<file path="src/rtl/sram_ctrl.sv">
// -----------------------------------------------------------------------------
// sram_ctrl
// Single-port SRAM controller. Turns one byte-addressed valid/ready request
// into SRAM pin cycles (CEN/WEN/A/D/Q) and returns the result on a
// valid/ready response channel. Only one transaction is in flight at a time.
//
// Optional feature macro: SRAM_CTRL_RMW_EN
//   defined   : partial-strobe writes run as read-modify-write; rsp_err is 0.
//   undefined : partial-strobe writes are rejected with rsp_err=1 and never
//               touch the SRAM.
// -----------------------------------------------------------------------------
module sram_ctrl #(
   parameter  int DATAWIDTH = 32,
   parameter  int ADDRWIDTH = 18,
   localparam int OFFW      = $clog2(DATAWIDTH/8),
   localparam int NBYTES    = DATAWIDTH/8
) (
   input  logic                      CLK,
   input  logic                      RSTN,
   // core request channel
   input  logic                      req_valid,
   output logic                      req_ready,
   input  logic                      req_write,
   input  logic [ADDRWIDTH+OFFW-1:0] req_addr,
   input  logic [DATAWIDTH-1:0]      req_wdata,
   input  logic [NBYTES-1:0]         req_wstrb,
   // core response channel
   output logic                      rsp_valid,
   input  logic                      rsp_ready,
   output logic [DATAWIDTH-1:0]      rsp_rdata,
   output logic                      rsp_err,
   // SRAM pins
   output logic                      sram_CEN,
   output logic                      sram_WEN,
   output logic [ADDRWIDTH-1:0]      sram_A,
   output logic [DATAWIDTH-1:0]      sram_D,
   input  logic [DATAWIDTH-1:0]      sram_Q
);

   typedef enum logic [2:0] {
      IDLE,
      RD,
      RD_CAP,
      WR,
`ifdef SRAM_CTRL_RMW_EN
      RMW_RD,
      RMW_MRG,
      RMW_WR,
`endif
      RESP
   } state_e;

   state_e state_q, state_d;

   // Pin and response registers
   logic                 sram_cen_q, sram_cen_d;
   logic                 sram_wen_q, sram_wen_d;
   logic [ADDRWIDTH-1:0] sram_a_q,   sram_a_d;
   logic [DATAWIDTH-1:0] sram_d_q,   sram_d_d;
   logic [DATAWIDTH-1:0] rsp_rdata_q, rsp_rdata_d;

   // Request decode
   logic                 accept;
   logic [ADDRWIDTH-1:0] req_word;
   logic                 strb_full;
   logic                 strb_zero;
   logic                 unused_addr_off;

   assign req_ready = (state_q == IDLE);
   assign accept    = req_valid & req_ready;
   assign req_word  = req_addr[ADDRWIDTH+OFFW-1:OFFW];
   assign strb_full = &req_wstrb;
   assign strb_zero = ~|req_wstrb;

   // The byte offset inside a word never reaches the SRAM.
   assign unused_addr_off = ^req_addr[OFFW-1:0];

`ifdef SRAM_CTRL_RMW_EN
   // Write fields kept for the merge step, plus the merged word itself.
   logic [DATAWIDTH-1:0] wdata_q, wdata_d;
   logic [NBYTES-1:0]    wstrb_q, wstrb_d;
   logic [DATAWIDTH-1:0] merged;

   assign rsp_err = 1'b0;
`else
   logic                 rsp_err_q, rsp_err_d;

   assign rsp_err = rsp_err_q;
`endif

   assign rsp_valid = (state_q == RESP);
   assign rsp_rdata = rsp_rdata_q;
   assign sram_CEN  = sram_cen_q;
   assign sram_WEN  = sram_wen_q;
   assign sram_A    = sram_a_q;
   assign sram_D    = sram_d_q;

   // State register; reset returns to IDLE without waiting for a clock.
   always_ff @(posedge CLK or negedge RSTN) begin
      // NOTE: sequential state is only ever written with <= so every flop
      // samples the pre-edge values of its neighbours.
      if (!RSTN) begin
         state_q <= IDLE;
      end else begin
         state_q <= state_d;
      end
   end

   // Next-state logic: route each accepted request down its access path.
   always_comb begin
      // NOTE: defaults first, so no branch leaves state_d unassigned and
      // no latch is inferred.
      state_d = state_q;
      case (state_q)
         IDLE: begin
            if (accept) begin
               if (!req_write) begin
                  state_d = RD;
               end else if (strb_full) begin
                  state_d = WR;
               end else if (strb_zero) begin
                  state_d = RESP;
               end else begin
`ifdef SRAM_CTRL_RMW_EN
                  state_d = RMW_RD;
`else
                  state_d = RESP;
`endif
               end
            end
         end
         RD:      state_d = RD_CAP;
         RD_CAP:  state_d = RESP;
         WR:      state_d = RESP;
`ifdef SRAM_CTRL_RMW_EN
         RMW_RD:  state_d = RMW_MRG;
         RMW_MRG: state_d = RMW_WR;
         RMW_WR:  state_d = RESP;
`endif
         RESP: begin
            if (rsp_ready) begin
               state_d = IDLE;
            end
         end
         default: state_d = IDLE;
      endcase
   end

`ifdef SRAM_CTRL_RMW_EN
   // Byte merge: strobed bytes come from the request, the rest from the SRAM.
   always_comb begin
      merged = sram_Q;
      for (int i = 0; i < NBYTES; i++) begin
         if (wstrb_q[i]) begin
            merged[8*i +: 8] = wdata_q[8*i +: 8];
         end
      end
   end
`endif

   // Datapath next values. Pin strobes follow the upcoming state so the
   // registered pins line up with the state they belong to.
   always_comb begin
      sram_cen_d  = 1'b1;
      sram_wen_d  = 1'b1;
      sram_a_d    = sram_a_q;
      sram_d_d    = sram_d_q;
      rsp_rdata_d = rsp_rdata_q;
`ifdef SRAM_CTRL_RMW_EN
      wdata_d     = wdata_q;
      wstrb_d     = wstrb_q;
`else
      rsp_err_d   = rsp_err_q;
`endif

      case (state_d)
         RD: begin
            sram_cen_d = 1'b0;
         end
         WR: begin
            sram_cen_d = 1'b0;
            sram_wen_d = 1'b0;
         end
`ifdef SRAM_CTRL_RMW_EN
         RMW_RD: begin
            sram_cen_d = 1'b0;
         end
         RMW_WR: begin
            sram_cen_d = 1'b0;
            sram_wen_d = 1'b0;
         end
`endif
         default: begin
            sram_cen_d = 1'b1;
            sram_wen_d = 1'b1;
         end
      endcase

      // The address only moves when a pin cycle actually follows, so a
      // zero-strobe or rejected write leaves sram_A untouched.
      if (accept && (state_d != RESP)) begin
         sram_a_d = req_word;
      end

      // Full writes drive the request data straight onto the pins.
      if (accept && req_write && strb_full) begin
         sram_d_d = req_wdata;
      end

`ifdef SRAM_CTRL_RMW_EN
      if (accept) begin
         wdata_d = req_wdata;
         wstrb_d = req_wstrb;
      end
      if (state_q == RMW_MRG) begin
         sram_d_d = merged;
      end
`else
      if (accept) begin
         rsp_err_d = req_write & ~strb_full & ~strb_zero;
      end else if ((state_q == RESP) && rsp_ready) begin
         rsp_err_d = 1'b0;
      end
`endif

      // Reads capture the SRAM output; every write path enters RESP with 0.
      if (state_q == RD_CAP) begin
         rsp_rdata_d = sram_Q;
      end else if ((state_d == RESP) && (state_q != RESP)) begin
         rsp_rdata_d = '0;
      end
   end

   // Datapath registers; CEN/WEN drop to idle asynchronously on reset,
   // which abandons any pin cycle the SRAM has not yet sampled.
   always_ff @(posedge CLK or negedge RSTN) begin
      if (!RSTN) begin
         sram_cen_q  <= 1'b1;
         sram_wen_q  <= 1'b1;
         sram_a_q    <= '0;
         sram_d_q    <= '0;
         rsp_rdata_q <= '0;
`ifdef SRAM_CTRL_RMW_EN
         wdata_q     <= '0;
         wstrb_q     <= '0;
`else
         rsp_err_q   <= 1'b0;
`endif
      end else begin
         sram_cen_q  <= sram_cen_d;
         sram_wen_q  <= sram_wen_d;
         sram_a_q    <= sram_a_d;
         sram_d_q    <= sram_d_d;
         rsp_rdata_q <= rsp_rdata_d;
`ifdef SRAM_CTRL_RMW_EN
         wdata_q     <= wdata_d;
         wstrb_q     <= wstrb_d;
`else
         rsp_err_q   <= rsp_err_d;
`endif
      end
   end

endmodule

</file>
<file path="config.mk">
export PLATFORM = sky130hd
export DESIGN_NAME = sram_ctrl
export DESIGN_NICKNAME = d
export VERILOG_FILES = /design/src/rtl/sram_ctrl.sv
export SDC_FILE = /design/constraint.sdc
export NUM_CORES = 1
export LEC_CHECK = 0
export BUFFER_PORTS_ARGS = -buffer_cell sky130_fd_sc_hd__buf_2
export CAP_MARGIN = 10
export CORE_ASPECT_RATIO = 0.6
export CORE_UTILIZATION = 45
export CTS_CLUSTER_DIAMETER = 40
export CTS_CLUSTER_SIZE = 10
export DETAILED_ROUTE_END_ITERATION = 7
export HOLD_SLACK_MARGIN = 0.03
export PLACE_DENSITY = 0.77
export SYNTH_ARGS = -nofsm -noshare
export SYNTH_HDL_FRONTEND = slang
export SYNTH_SLANG_ARGS = --single-unit
</file>
<file path="constraint.sdc">
create_clock -name CLK -period 2.49 [get_ports CLK]
set_clock_uncertainty 0.2 [all_clocks]
set_input_delay 0.6225 -clock CLK [delete_from_list [all_inputs] [get_ports CLK]]
set_output_delay 0.6225 -clock CLK [all_outputs]
set_load 0.05 [all_outputs]
</file>
==> metrics.yaml <==
status:
  outcome: "finished clean"
synth:
  ys.flop_type: "dfrtp_1"
  synthArstFlopShare: 1.00
  yosys.cell_types.count: 26
  synth_edf_count: 0
  yosys_warnings: 0
  syn_inst: 243
  avgSynthCellArea_um2: 14.6
  synth_nets: 336
  seq_area_frac_synth: 0.621
  ys_seq_elements: 88
  syn_area_mm2: 0.00355
routing:
  vias: 2748
  wire_per_inst_um: 16.1
  ant_nets: 0
  drc: 0
  drt_wl_total_um: 8560
  viasPerCell: 5.18
  firstDrtPassIters: 5
  drt-initial-drc-count: 134
layout:
  utilization: 0.661
  fin_nets: 515
  drive_above_1_share: 0.616
  synthToLayoutAreaGrowth_pct: 38.7
  insertedDiodeCount: 0
sta:
  setup_viol: 0
  tightest_slew_ns: 0.469
  drv_slew: 0
  finalHoldViolations: 0
  rsz0062_at_grt: "no"
  max_freq_ghz: 0.451
  fin_crit_sh: 0.890
  relSlewSlack: 0.687
  tns_ns: 0
  period_minus_slack_ns: 2.22
setup_path:
  regToRegSetupSlack_ns: 0.41
  worstPathArrival_ns: 1.39
  cp_max_fo: 23
  r2r_end: "sram_A[11]"
  worst_setup_path_start_kind: "flop"
  worstSetupPathType: "flop to output port"
  critPathCaptureType: "output port"
  cp.required_ns: 1.67
  r2r_cells: 4
  rr_startpoint: "state_q[2]"
floorplanning:
  die_h_um: 70.8
  row_count: 24
  dieArea_mm2: 0.00826
  ios: 180
  die_w_um: 117
  initial_core_util: 0.477
  core_mm2: 0.00745
global_routing:
  grt_pass1_vias: 2753
  grt_max_degree: 89
  gr-total-overflow: 0
  antenna_found_initial: 0
  grt_pass1_wl_um: 13100
  grt_use_total: 0.211
placed_design:
  routabilityCongestion: 0.796
  io_buffer_count: 177
  dpl.hpwl_um: 6080
clock_network:
  cts_root_buffer: "clkbuf_16"
  max-clock-path-buffers: 2
  clk_latency_ns: 0.34
  hold_buffers: 0
  clkTransAtPathRegs_ns: 0.06
  clock_sinks: 88
  cts_buffers: 9
  cts_setup_buffers: 0
  post_cts_resized: 0
  cts_tree: "built"
  htree_levels: 3
power_and_ir_drop:
  powerDensity_mw_per_mm2: 1600
  ir_drop_mv: 0.908
  leakage_nw: 2.47
run:
  maxCapViolations: 0
worst_hold_path:
  worstHoldPathType: "primary input to asynchronous set/reset pin"
[synthesized netlist by cell type (2+ instances only)]
library cell	number	area (µm²)
a22oi_1	32	240
a31oi_1	2	12.5
buf_2	6	30.0
buf_6	2	22.5
clkbuf_1	11	41.3
dfrtp_1	86	2150
dfstp_2	2	52.6
inv_1	2	7.51
mux2_2	50	563
nor2b_1	2	12.5
nor3_1	2	10.0
o2bb2ai_1	32	280
[state kept, by name, indices dropped and copies added (netlist names)]
name       flops
sram_CEN       1
sram_A        18
rsp_err        1
sram_D        32
rsp_rdata     32
state_q        3
sram_WEN       1
[how the worst max path moves through the flow]
stage	from	end	slack (ns)	cells past startpoint
floorplan	state_q[0]	req_ready	0.02	2
global placement	req_valid	sram_A[2]	0.30	5
detailed placement	req_valid	sram_A[5]	0.28	5
CTS	state_q[0]	req_ready	0.25	3
global route	state_q[1]	rsp_valid	0.19	3
finish	state_q[0]	req_ready	0.27	3
[power breakdown]
group          total, W  switching [W]  internal, W
clock           0.00143       0.000527     0.000900
sequential      0.00242       0.000387      0.00203
combinational   0.00401        0.00290      0.00111
total           0.00786        0.00382      0.00404
[layout make-up]
class	instances	area, µm²
fill	570	2520
sequential	88	2200
multi-input combinational	133	1250
timing repair buffer	188	1010
clock buffer	10	239
tap	104	130
clock inverter	6	82.6
inverter	2	7.51
[critical path: stages (launching register included)]
cell	delay (ns)
dfrtp_1	0.40
buf_4	0.23
nor3_1	0.14
buf_2	0.29
[per-layer routing]
layer	global-route usage	wire length, µm
met3	0.0891	814
met5	0	0
met4	0.0788	159
met2	0.341	4030
met1	0.253	3560
[cell families after synthesis]
group	share of synthesized area
buffers and inverters	0.0296
AOI/OAI and AO/OA	0.161
and+or+nand+nor	0.0303
muxes	0.159
DFF	0.621
[stage by stage]
step | instance area, µm² | setup slack (ns) | hold slack (ns) | power, W | std cells
global placement | 4600 | 0.300 | 0.281 | 0.00637 | 515
finish | 4920 | 0.275 | 0.116 | 0.00786 | 531
floorplan | 3550 | 0.0172 | 0.127 | 0.00545 | 243
CTS | 4920 | 0.254 | 0.132 | 0.00794 | 531
detailed placement | 4600 | 0.283 | 0.288 | 0.00647 | 515
global route | 4920 | 0.192 | 0.154 | 0.00824 | 531
[placed cells by master (no fill, tap or decap), drive strengths merged]
cell      count
nor3          2
o2bb2ai      32
or4           1
clkbuf       10
o311ai        1
or4b          1
dfrtp        86
buf         188
nand3         2
o31ai         1
nor4b         1
bufinv        2
and4          1
nor2          1
a21oi         1
nor2b         2
nand4         1
a22oi        32
mux2         50
clkinvlp      1
nand2b        1
o21ai         1
a31oi         2
dfstp         2
clkinv        3
inv           2
(Power assumes the default switching activity.)
